`src/rtl/div_pkg.sv`:
```
// Shared definitions for the memory-mapped unsigned divider.
// Contents: register select codes (addr[4:2]), STATUS bit positions and
// the controller state encoding.
package div_pkg;

   localparam logic [2:0] REG_A      = 3'd0;  // 0x00 dividend, RW
   localparam logic [2:0] REG_B      = 3'd1;  // 0x04 divisor, RW
   localparam logic [2:0] REG_INIT   = 3'd2;  // 0x08 start on d_in[0]=1, reads 0
   localparam logic [2:0] REG_STATUS = 3'd3;  // 0x0C status, RO
   localparam logic [2:0] REG_Q      = 3'd4;  // 0x10 quotient, RO
   localparam logic [2:0] REG_R      = 3'd5;  // 0x14 remainder, RO

   localparam int STAT_DONE = 0;
   localparam int STAT_BUSY = 1;
   localparam int STAT_DIV0 = 2;

   typedef enum logic [1:0] {
      ST_IDLE = 2'd0,
      ST_BUSY = 2'd1,
      ST_DONE = 2'd2
   } div_state_e;

endpackage

```
`src/rtl/div_core.sv`:
```
// Restoring shift-subtract datapath: one quotient bit per step, MSB first.
// Ports:
//   clk, rst          clock, synchronous active-high reset
//   load_i            capture operands, clear working remainder and counter
//   step_i            perform one shift-subtract iteration
//   dividend_i        dividend captured on load_i
//   divisor_i         divisor captured on load_i
//   quo_nxt_o         quotient after the current step (valid with last_o)
//   rem_nxt_o         remainder after the current step (valid with last_o)
//   last_o            the current step produces the final quotient bit
module div_core
   import div_pkg::*;
#(
   parameter int DATA_W = 32,
   parameter int CNT_W  = $clog2(DATA_W) + 1
) (
   input  logic              clk,
   input  logic              rst,
   input  logic              load_i,
   input  logic              step_i,
   input  logic [DATA_W-1:0] dividend_i,
   input  logic [DATA_W-1:0] divisor_i,
   output logic [DATA_W-1:0] quo_nxt_o,
   output logic [DATA_W-1:0] rem_nxt_o,
   output logic              last_o
);

   logic [DATA_W-1:0] rem_q, rem_d;
   logic [DATA_W-1:0] quo_q, quo_d;
   logic [DATA_W-1:0] dvs_q;
   logic [CNT_W-1:0]  cnt_q;

   // The dividend is held in the quotient register and shifted out MSB
   // first while quotient bits shift in at the bottom.
   logic [DATA_W:0] shifted;
   logic [DATA_W:0] diff;
   logic            fits;

   always_comb begin
      shifted = {rem_q, quo_q[DATA_W-1]};
      diff    = shifted - {1'b0, dvs_q};
      fits    = ~diff[DATA_W];
      rem_d   = fits ? diff[DATA_W-1:0] : shifted[DATA_W-1:0];
      quo_d   = {quo_q[DATA_W-2:0], fits};
   end

   assign quo_nxt_o = quo_d;
   assign rem_nxt_o = rem_d;
   assign last_o    = (cnt_q == CNT_W'(DATA_W - 1));

   always_ff @(posedge clk) begin
      if (rst) begin
         rem_q <= '0;
         quo_q <= '0;
         dvs_q <= '0;
         cnt_q <= '0;
      end else if (load_i) begin
         rem_q <= '0;
         quo_q <= dividend_i;
         dvs_q <= divisor_i;
         cnt_q <= '0;
      end else if (step_i) begin
         rem_q <= rem_d;
         quo_q <= quo_d;
         // Saturate at the final bit index; the controller leaves BUSY here.
         if (!last_o) begin
            cnt_q <= cnt_q + 1'b1;
         end
      end
   end

endmodule

```
`src/rtl/peripheral_div.sv`:
```
// Memory-mapped unsigned divider peripheral.
// Ports:
//   clk, rst     clock, synchronous active-high reset
//   d_in         bus write data
//   cs           chip select for the peripheral region
//   addr         byte offset; addr[4:2] selects the register
//   rd, wr       read / write strobes, qualified by cs
//   d_out        registered read data, updated the cycle after cs&rd
//
// state   | meaning
// --------+---------------------------------------------------------
// IDLE    | no result since reset, waiting for a start write
// BUSY    | division running, one quotient bit per cycle
// DONE    | Q/R valid (or divide-by-zero result), start may re-arm
module peripheral_div
   import div_pkg::*;
#(
   parameter int DATA_W = 32
) (
   input  logic              clk,
   input  logic              rst,
   input  logic [DATA_W-1:0] d_in,
   input  logic              cs,
   input  logic [4:0]        addr,
   input  logic              rd,
   input  logic              wr,
   output logic [DATA_W-1:0] d_out
);

   div_state_e state_q, state_d;

   logic [DATA_W-1:0] a_q, b_q;
   logic [DATA_W-1:0] q_q, q_d;
   logic [DATA_W-1:0] r_q, r_d;
   logic              div0_q, div0_d;
   logic [DATA_W-1:0] d_out_q;

   logic              core_load, core_step, core_last;
   logic [DATA_W-1:0] core_quo, core_rem;

   logic       wr_en, rd_en, busy, done, start_wr;
   logic [2:0] reg_sel;
   logic       unused_addr;

   assign reg_sel     = addr[4:2];
   assign wr_en       = cs & wr;
   assign rd_en       = cs & rd;
   assign busy        = (state_q == ST_BUSY);
   assign done        = (state_q == ST_DONE);
   assign start_wr    = wr_en && (reg_sel == REG_INIT) && d_in[0];
   assign unused_addr = ^addr[1:0];

   div_core #(.DATA_W(DATA_W)) u_core (
      .clk        (clk),
      .rst        (rst),
      .load_i     (core_load),
      .step_i     (core_step),
      .dividend_i (a_q),
      .divisor_i  (b_q),
      .quo_nxt_o  (core_quo),
      .rem_nxt_o  (core_rem),
      .last_o     (core_last)
   );

   always_comb begin
      state_d   = state_q;
      q_d       = q_q;
      r_d       = r_q;
      div0_d    = div0_q;
      core_load = 1'b0;
      core_step = 1'b0;
      unique case (state_q)
         ST_IDLE, ST_DONE: begin
            if (start_wr) begin
               if (b_q == '0) begin
                  // Divide by zero resolves immediately without a BUSY phase.
                  q_d     = '1;
                  r_d     = a_q;
                  div0_d  = 1'b1;
                  state_d = ST_DONE;
               end else begin
                  q_d       = '0;
                  r_d       = '0;
                  div0_d    = 1'b0;
                  core_load = 1'b1;
                  state_d   = ST_BUSY;
               end
            end
         end
         ST_BUSY: begin
            core_step = 1'b1;
            if (core_last) begin
               q_d     = core_quo;
               r_d     = core_rem;
               state_d = ST_DONE;
            end
         end
         default: state_d = ST_IDLE;
      endcase
   end

   always_ff @(posedge clk) begin
      if (rst) begin
         state_q <= ST_IDLE;
         q_q     <= '0;
         r_q     <= '0;
         div0_q  <= 1'b0;
      end else begin
         state_q <= state_d;
         q_q     <= q_d;
         r_q     <= r_d;
         div0_q  <= div0_d;
      end
   end

   // Operand registers are frozen while a division is running.
   always_ff @(posedge clk) begin
      if (rst) begin
         a_q <= '0;
         b_q <= '0;
      end else if (wr_en && !busy) begin
         if (reg_sel == REG_A) a_q <= d_in;
         if (reg_sel == REG_B) b_q <= d_in;
      end
   end

   logic [DATA_W-1:0] rd_mux;

   always_comb begin
      rd_mux = '0;
      unique case (reg_sel)
         REG_A:      rd_mux = a_q;
         REG_B:      rd_mux = b_q;
         REG_STATUS: begin
            rd_mux[STAT_DONE] = done;
            rd_mux[STAT_BUSY] = busy;
            rd_mux[STAT_DIV0] = div0_q;
         end
         REG_Q:      rd_mux = q_q;
         REG_R:      rd_mux = r_q;
         default:    rd_mux = '0;
      endcase
   end

   always_ff @(posedge clk) begin
      if (rst) begin
         d_out_q <= '0;
      end else if (rd_en) begin
         d_out_q <= rd_mux;
      end
   end

   assign d_out = d_out_q;

endmodule

```
`config.mk`:
```
export PLATFORM = sky130hd
export DESIGN_NAME = peripheral_div
export DESIGN_NICKNAME = d
export VERILOG_FILES = /design/src/rtl/div_pkg.sv /design/src/rtl/div_core.sv /design/src/rtl/peripheral_div.sv
export SDC_FILE = /design/constraint.sdc
export NUM_CORES = 1
export LEC_CHECK = 0
export ABC_AREA = 1
export BUFFER_PORTS_ARGS = -buffer_cell sky130_fd_sc_hd__buf_4
export CAP_MARGIN = 10
export CORE_UTILIZATION = 52
export CTS_CLUSTER_SIZE = 24
export DETAILED_ROUTE_END_ITERATION = 8
export HOLD_SLACK_MARGIN = 0.05
export MAX_ROUTING_LAYER = met4
export PLACE_DENSITY_LB_ADDON = 0.08
export SLEW_MARGIN = 40
export SYNTH_ARGS = -nofsm -noshare
export SYNTH_HDL_FRONTEND = slang
export SYNTH_SLANG_ARGS = --single-unit
```
`constraint.sdc`:
```
create_clock -name clk -period 4.55 [get_ports clk]
set_input_delay 0.455 -clock clk [delete_from_list [all_inputs] [get_ports clk]]
set_output_delay 0.455 -clock clk [all_outputs]
set_load 0.01 [all_outputs]
```
=== Word level (Yosys, flattened, before mapping) ===
Cells that the tools add are included.

* Input port bits: 42
* Memory bits (writable): 0
* ROM bits: 0
* Logic and storage cells: 66
* Register bits after elaboration: 265
* Memories: 0
* Output and inout port bits: 32
* Latch bits: 0

* Eq/ne operators: 10
* Add/subtract/negate cells: 2
* Reduce and logical (&&, ||, !) cells: 17
* Mux-type cells: 22
* Div/mod/pow operators: 0
* Bitwise gates (word level): 4
* Multiply operators: 0
* Order comparisons: 0
* Shift operators: 0

{| class="wikitable"
|+ Operator list
! cell !! number
|-
| $mux 32 || 9
|-
| $pmux 32 s2 || 2
|-
| $pmux 29 s4 || 1
|-
| $sub 33x32->33 || 1
|-
| $logic_not 32->1 || 1
|-
| $pmux 3 s5 || 1
|-
| $reduce_and 2->1 || 5
|-
| $add 6x1->6 const B || 1
|-
| $eq 3x2->1 const B || 2
|-
| $eq 3x3->1 const B || 2
|-
| $eq 6x5->1 const B || 1
|-
| $mux 2 || 3
|-
| $mux 1 || 5
|-
| $ne 2x2->1 const B || 2
|-
| $pmux 2 s2 || 1
|-
| $reduce_bool 2->1 || 2
|-
| $reduce_or 2->1 || 2
|-
| $eq 3x1->1 const B || 1
|-
| $logic_and 1x1->1 || 3
|-
| $logic_not 3->1 || 1
|-
| $reduce_and 3->1 || 1
|-
| $and 1x1->1 || 2
|-
| $eq 2x1->1 const B || 1
|-
| $eq 2x2->1 const B || 1
|-
| 3 further kinds || 4
|}

=== Depth between registers and ports, before layout ===
Gate-level depths: netlist (run 1).

* Depth in word-level cells: 6
* Mapped depth: 18
* Mapped depth without buffers: 18

=== Cells and area by module ===
From an unflattened synthesis (run 1), not the netlist that was laid out.

* Cells, all modules: 2229
* Area total of the unflattened synthesis: 14542.7 um^2

{| class="wikitable"
|+ By module, submodules not included
! module !! cells an instance !! instances !! area each (um^2)
|-
| div_core || 1270 || 1 || 7583.5
|-
| peripheral_div || 959 || 1 || 6959.2
|}

=== Worst setup path before layout (run 1) ===
Ideal clock, no wire load.

* Path kind: reg2reg
* From: reg u_core.quo_q[31]
* To: reg u_core.rem_q[29]
* Data arrival time: 2106 ps
* Cell stages (with the launch flop): 19
* Path slack: 2312 ps
* Required time: 4418 ps
* Clock period less this slack: 2238 ps
* Cell sequence: dfxtp_1 -> inv_1 -> ha_1 -> fa_1 -> inv_1 -> nand2_1 -> nand2_1 -> nand3_1 -> nand2_2 -> nand2_2 -> nand2_4 -> nand2_4 -> nand2_4 -> nand2_4 -> nand2_4 -> buf_6 -> nand2_1 -> nand2_1 -> a21oi_2

* Cells in the longest elaborated chain, start to end: 2

{| class="wikitable"
|+ Ends and longest elaborated chain
! item !! RTL line !! text
|-
| start: declaration || div_core.sv:29 || <nowiki>logic [DATA_W-1:0] quo_q, quo_d;</nowiki>
|-
| start signal: assignment || div_core.sv:59 || <nowiki>quo_q <= dividend_i;</nowiki>
|-
| start signal: assignment || div_core.sv:64 || <nowiki>quo_q <= quo_d;</nowiki>
|-
| $sub 33x32->33 || div_core.sv:41 || <nowiki>diff = shifted - {1'b0, dvs_q};</nowiki>
|-
| $mux 32 || div_core.sv:43 || <nowiki>rem_d = fits ? diff[DATA_W-1:0] : shifted[DATA_W-1:0];</nowiki>
|-
| end signal: assignment || div_core.sv:63 || <nowiki>rem_q <= rem_d;</nowiki>
|-
| end: declaration || div_core.sv:28 || <nowiki>logic [DATA_W-1:0] rem_q, rem_d;</nowiki>
|}

No other way between the ends.
A chain may end at the register's enable or synchronous reset.

=== Final worst setup path (run 1) ===
* From: reg state_q[0]
* To: reg q_q[6]

* Cells in the longest elaborated chain, start to end: 4

{| class="wikitable"
|+ Ends and longest elaborated chain
! item !! RTL line !! text
|-
| start: declaration || peripheral_div.sv:30 || <nowiki>div_state_e state_q, state_d;</nowiki>
|-
| start signal: assignment || peripheral_div.sv:109 || <nowiki>state_q <= state_d;</nowiki>
|-
| $eq 2x2->1 / $logic_not 2->1 (equally long branches) || peripheral_div.sv:72 || <nowiki>unique case (state_q)</nowiki>
|-
| $reduce_or 2->1 || peripheral_div.sv:72 ||
|-
| $ne 2x2->1 (no line) / $reduce_bool 2->1 (equally long branches) || -- ||
|-
| $reduce_and 3->1 (no line) || -- ||
|-
| end signal: assignment || peripheral_div.sv:110 || <nowiki>q_q <= q_d;</nowiki>
|-
| end: declaration || peripheral_div.sv:33 || <nowiki>logic [DATA_W-1:0] q_q, q_d;</nowiki>
|}

Parallel ways exist; a longest one is shown, timed or not.

==> results of run 1 <==
-- placed cells by master (no fill, tap or decap), types with 2 or more instances in the layout --
master	count
nand2_1	437
xnor2_1	4
nand3_2	14
nand3_1	168
clkbuf_8	8
and2_1	3
a21oi_4	2
nand2_4	12
nand4_1	11
inv_2	6
a21oi_2	10
bufinv_16	2
a21oi_1	264
a21boi_0	4
o22ai_1	29
xor2_1	7
inv_1	410
buf_4	85
nor2_1	81
clkbuf_16	29
nand2_2	22
nor4_1	7
o21ai_0	222
clkbuf_1	4
nor3_1	4
nor2_4	4
and3_1	3
clkinv_2	8
nor2_2	4
ha_1	33
o21bai_1	28
nand3_4	2
dfxtp_1	265
-- registers in the layout (all words and copies together), names as in the netlist --
signal / cells
a_q: 32
b_q: 32
d_out: 32
div0_q: 1
q_q: 32
r_q: 32
state_q: 2
u_core.cnt_q: 6
u_core.dvs_q: 32
u_core.quo_q: 32
u_core.rem_q: 32
-- metal layers --
layer / share of wire, % / vias to the layer above / GRT usage [%]
met5: 0 / - / -
met1: 43 / 6476 / 40.2
met4: 3.4 / 0 / 11.0
met3: 6.2 / 78 / 3.09
li1: - / 6987 / -
met2: 47 / 456 / 51.8
-- cell type report --
cell class	instances	area [um2]	share of cell area [%]
clock buffer	41	851	5.28
clock inverter	10	109	0.676
inverter	419	1580	9.78
multi-input combinational	1389	7100	44.1
sequential	265	5310	33.0
tap	372	465	2.89
timing repair buffer	88	692	4.30
-- worst max path at each step --
stage                                    end  slack (ps)                           from  depth (start not counted)
5_1_grt                  q_q[6]$_SDFFE_PP0P_        1280        state_q[0]$_SDFFE_PP0P_                          8
4_1_cts        u_core.quo_q[17]$_SDFFE_PP0P_        1480           b_q[27]$_SDFFE_PP0P_                          8
3_3_place_gp             q_q[0]$_SDFFE_PP0P_        1490           b_q[27]$_SDFFE_PP0P_                          7
6_report                 q_q[6]$_SDFFE_PP0P_        1540        state_q[0]$_SDFFE_PP0P_                          8
3_5_place_dp   u_core.quo_q[17]$_SDFFE_PP0P_        1500           b_q[27]$_SDFFE_PP0P_                          8
2_1_floorplan  u_core.rem_q[29]$_SDFFE_PP0P_        2310  u_core.quo_q[31]$_SDFFE_PP0P_                         18
-- logic make-up after synthesis --
group / share of synthesized area (%)
buffers and inverters: 14.6
AOI/OAI and AO/OA: 20.9
DFF: 36.6
adders and majority gates: 2.99
xor gates and xnor gates: 0.664
and+or+nand+nor: 24.2
-- worst reg2reg max path, stage by stage, from the launching register on --
cell and delay [ps]:
dfxtp_1 330, inv_1 120, nor2_8 640, nand2_1 240, nand2_2 490, buf_4 670
o21ai_0 230, o21bai_1 210, inv_1 50
-- power breakdown --
part | internal (mW) | total, mW | switching, mW
Sequential | 2.35 | 2.37 | 0.0192
Clock | 1.41 | 2.36 | 0.954
Combinational | 0.306 | 1.02 | 0.710
==> results.sh, run 1 <==
export IMPL_status="completed"
export IMPL_hold_path_depth=3
export IMPL_critPathKind="reg -> reg"
export IMPL_final_cells=2584
export IMPL_synth_edf_count=0
export IMPL_p_leak_nw=7.08
export IMPL_synthDistinctLibCells=50
export IMPL_nets=2267
export IMPL_tightest_slew_ps=873
export IMPL_place_area_mm2=0.0151
export IMPL_rr_worst_depth=8
export IMPL_cts_hold_buffers=0
export IMPL_fillers=2642
export IMPL_vias=13997
export IMPL_cts_buffers=28
export IMPL_end_kind="flip-flop"
export IMPL_die_h_um=169
export IMPL_ys_seq_area_share_pct=36.6
export IMPL_initial_utilization_pct=53.4
export IMPL_fp_row_count=60
export IMPL_cts_sinks=265
export IMPL_hp_start="d_in[8]"
export IMPL_slew_viol_final=0
export IMPL_gp_congestion=0.913
export IMPL_power_density_mw_per_mm2=357
export IMPL_cp_max_fo=68
export IMPL_setup_ws_ps=1540
export IMPL_clock_fmax_mhz=332
export IMPL_core_mm2=0.0272
export IMPL_htreeDepth=1
export IMPL_place_hpwl_mm=30.0
export IMPL_antenna_found_initial=0
export IMPL_clockRootBuffer="clkbuf_16"
export IMPL_syn_area_mm2=0.0145
export IMPL_start_kind="flip-flop"
export IMPL_num_antenna_cells=0
export IMPL_r2r_end="q_q[6]$_SDFFE_PP0P_"
export IMPL_required_ps=5040
export IMPL_total_power_mw=5.74
export IMPL_dr_pass1_iters=6
export IMPL_yosysTopAreaCell="dfxtp_1"
export IMPL_grt_start_max_net_pins=94
export IMPL_setup_viol=0
export IMPL_async_reset_ff_share_pct=0
export IMPL_drtIter0Drc=1176
export IMPL_synth_cells=2187
export IMPL_path_buf_inv=3
export IMPL_drive_above_1_share_pct=9.90
export IMPL_grt_pass1_vias=12792
export IMPL_wl_per_cell_um=17.0
export IMPL_slowest_stage="buf_4"
export IMPL_holdPathEnd="b_q[8]$_SDFFE_PP0P_"
export IMPL_tns_ps=0
export IMPL_path_clk_slew_ps=60
export IMPL_rsz0062_at_grt="false"
export IMPL_synth_main_ff_cell="dfxtp_1"
export IMPL_path_cells="inv_1, nor2_8, nand2_1, nand2_2, buf_4, o21ai_0, o21bai_1, inv_1"
export IMPL_avgSynthCellArea_um2=6.63
export IMPL_max_stage_delay_ps=660
export IMPL_clock_skew_ps=13.9
export IMPL_clk_latency_ps=540
export IMPL_synth_seq_cells=265
export IMPL_crit_arrival_ps=3500
export IMPL_grt_ovfl_total=0
export IMPL_synth_common_cells="nand2_1, inv_1, dfxtp_1"
export IMPL_port_buffers=71
export IMPL_cp_common_cell="inv_1"
export IMPL_yosysTopAreaCellShare_pct=36.6
export IMPL_final_area_mm2=0.0161
export IMPL_cap_violations=0
export IMPL_grtUsageTotal_pct=31.4
export IMPL_crit_family="simple AND/OR/NAND/NOR gates"
export IMPL_preCtsSetupSlack_ps=1500
export IMPL_fin_crit_ps=3010
export IMPL_yosysMostFrequentCell="nand2_1"
export IMPL_synth_nets=2263
export IMPL_routed_wl_mm=43.9
export IMPL_finalHoldViolCount=0
export IMPL_dp_cells=2533
export IMPL_post_cts_buffers=0
export IMPL_ys_warn_count=0
export IMPL_ir_worst_vdd_mv=0.308
export IMPL_pin_count=74
export IMPL_hp_class="in -> reg"
export IMPL_holdWs_ps=204
export IMPL_drtAntennaViolNets=0
export IMPL_area_growth_pct=11.0
export IMPL_viasPerCell=5.42
export IMPL_cts_buffer_depth=3
export IMPL_utilization_pct=59.2
export IMPL_cts_tree="done"
export IMPL_r2r_start="state_q[0]$_SDFFE_PP0P_"
export IMPL_rrSetupSlack_ps=1540
export IMPL_chipWidth_um=169
export IMPL_yosys_top_cells_area="dfxtp_1, nand2_1, inv_1"
export IMPL_ctsResizeCount=0
export IMPL_drc_errors=0
export IMPL_grt_pass1_wl_mm=68.8
export IMPL_die_area_mm2=0.0286
export IMPL_slew_headroom_pct=41.3
export IMPL_period_share_pct=66.2
Note: power is estimated with default switching activity, not from simulation.
==> run 2, diff against run 1 <==
==> constraint.sdc (replaced) <==
create_clock -name clk -period 3.1 [get_ports clk]
set_input_delay 0.31 -clock clk [delete_from_list [all_inputs] [get_ports clk]]
set_output_delay 0.31 -clock clk [all_outputs]
set_load 0.01 [all_outputs]
==> run 2 against run 1 <==
Effect of this change:
- clock power grew 65%
- first-iteration DRC count grew 12%
- die area is the same
- flip-flop and latch count is the same
- total power grew 54%
- cell area grew 1.6%
- non-clock buffer count grew 17
- final cell count grew 0.62%
- largest power group is now clock
- worst setup slack lost 1200 ps
- register-to-register slack lost 1200 ps
- utilization grew 0.94 points
- clock skew grew 5.9 ps
==> results.sh, run 2 (synthesis gave the netlist of run 1 again) <==
export IMPL_status="completed"
export IMPL_drtIter0Drc=1321
export IMPL_clock_fmax_mhz=366
export IMPL_place_hpwl_mm=31.2
export IMPL_htreeDepth=1
export IMPL_tns_ps=0
export IMPL_routed_wl_met3_mm=2.50
export IMPL_ir_worst_vdd_mv=0.492
export IMPL_fin_crit_ps=2730
export IMPL_fp_row_count=60
export IMPL_clk_latency_ps=550
export IMPL_dr_pass1_iters=5
export IMPL_port_buffers=71
export IMPL_p_clk_share_pct=43.9
export IMPL_grtUsageTotal_pct=31.5
export IMPL_period_share_pct=88.1
export IMPL_drive_above_1_share_pct=10.4
export IMPL_rsz0062_at_grt="false"
export IMPL_path_clk_slew_ps=60
export IMPL_final_cells=2600
export IMPL_antenna_found_initial=0
export IMPL_start_kind="flip-flop"
export IMPL_nets=2284
export IMPL_slew_viol_final=0
export IMPL_slew_headroom_pct=47.4
export IMPL_cp_max_fo=18
export IMPL_die_area_mm2=0.0286
export IMPL_num_antenna_cells=0
export IMPL_power_internal_mw=6.38
export IMPL_grt_pass1_vias=13014
export IMPL_grt_ovfl_total=0
export IMPL_cap_violations=0
export IMPL_finalHoldViolCount=0
export IMPL_crit_arrival_ps=3130
export IMPL_clockRootBuffer="clkbuf_16"
export IMPL_power_density_mw_per_mm2=541
export IMPL_tightest_slew_ps=789
export IMPL_die_h_um=169
export IMPL_drtAntennaViolNets=0
export IMPL_clock_skew_ps=19.8
export IMPL_mostFrequentLayoutCells="nand2_1, inv_1, dfxtp_1, a21oi_1, o21ai_0"
export IMPL_wl_met1_mm=19.2
export IMPL_setup_viol=0
export IMPL_layout_commonest_cell="nand2_1"
export IMPL_p_switching_mw=2.47
export IMPL_fillers=2717
export IMPL_gp_congestion=0.959
export IMPL_end_kind="flip-flop"
export IMPL_comb_power_share_pct=16.8
export IMPL_multiInputGateArea_mm2=0.00709
export IMPL_wl_per_cell_um=16.8
export IMPL_p_sw_share_pct=27.9
export IMPL_viasPerCell=5.39
export IMPL_drc_errors=0
export IMPL_hp_class="in -> reg"
export IMPL_cts_sinks=265
export IMPL_area_growth_pct=12.8
export IMPL_utilization_pct=60.2
export IMPL_seqPwrFrac_pct=39.2
export IMPL_routed_wl_mm=43.8
export IMPL_regArea_mm2=0.00531
export IMPL_p_leak_nw=7.20
export IMPL_dp_cells=2548
export IMPL_initial_utilization_pct=53.4
export IMPL_cts_tree="done"
export IMPL_highest_layer="met4"
export IMPL_cts_buffers=28
export IMPL_ctsResizeCount=0
export IMPL_core_mm2=0.0272
export IMPL_chipWidth_um=169
export IMPL_critPathKind="reg -> reg"
export IMPL_met2_wirelength_mm=19.8
export IMPL_pin_count=74
export IMPL_cts_buffer_depth=3
export IMPL_grt_start_max_net_pins=68
export IMPL_vias=14005
export IMPL_required_ps=3500
export IMPL_grt_pass1_wl_mm=68.9
[run 2: final timing paths]
check                                   to  cells past startpoint                           from  slack (ps)
max          u_core.rem_q[25]$_SDFFE_PP0P_                     17  u_core.quo_q[31]$_SDFFE_PP0P_         370
min                   b_q[10]$_SDFFE_PP0P_                      3                       d_in[10]          60
max reg2reg  u_core.rem_q[25]$_SDFFE_PP0P_                     17  u_core.quo_q[31]$_SDFFE_PP0P_         370
min reg2reg         d_out[10]$_SDFFE_PP0P_                      2         d_out[10]$_SDFFE_PP0P_         460
[run 2: routing by layer]
layer  up-vias  global-route usage (%)
met2       446                    50.6
met4         0                    14.3
met1      6448                    40.1
met3       100                    3.11
met5         -                       -
li1       7011                       -
[run 2: power by group through the flow]
stage	combinational (mW)	clock, mW	sequential, mW
after global placement	1.45	0	3.55
after CTS	1.48	3.92	3.47
after global routing	1.67	4.07	3.48
after floorplan	1.13	0	3.54
after detailed placement	1.47	0	3.55
final	1.49	3.89	3.47
[run 2: critical path, stage by stage, from the launching register on]
cell and delay (ps):
dfxtp_1 330, inv_1 60, ha_1 210, fa_1 410
inv_1 130, nand2_1 60, nand2_1 70, nand3_1 80
nand2_2 140, nand2_2 90, nand2_4 70, nand2_4 70
nand2_4 90, nand2_4 150, nand3_2 260, nand2_1 80
nand2_1 190, a21oi_1 100
[run 2: per-stage QoR]
stage	setup WS (ps)	hold slack, ps	cell area (um2)	total power [mW]
floorplan	862	425	14500	4.67
global placement	471	443	15300	5.00
detailed placement	423	448	15300	5.02
CTS	410	50.3	16400	8.87
global route	165	63.4	16400	9.22
finish	370	59.6	16400	8.86
[run 2: repair_timing]
action,4_1_cts,5_1_grt
hold endpoints to repair,2,0
buffers inserted,0,0
hold buffers,2,0
[run 2: cell type report]
type / count / area share [%]
multi-input cells: 1389 / 43.3
flip-flops and latches: 265 / 32.4
inverters: 419 / 9.63
repair buffers: 105 / 5.16
clock buffers: 36 / 4.84
well taps: 372 / 2.85
clock inverters: 14 / 1.74
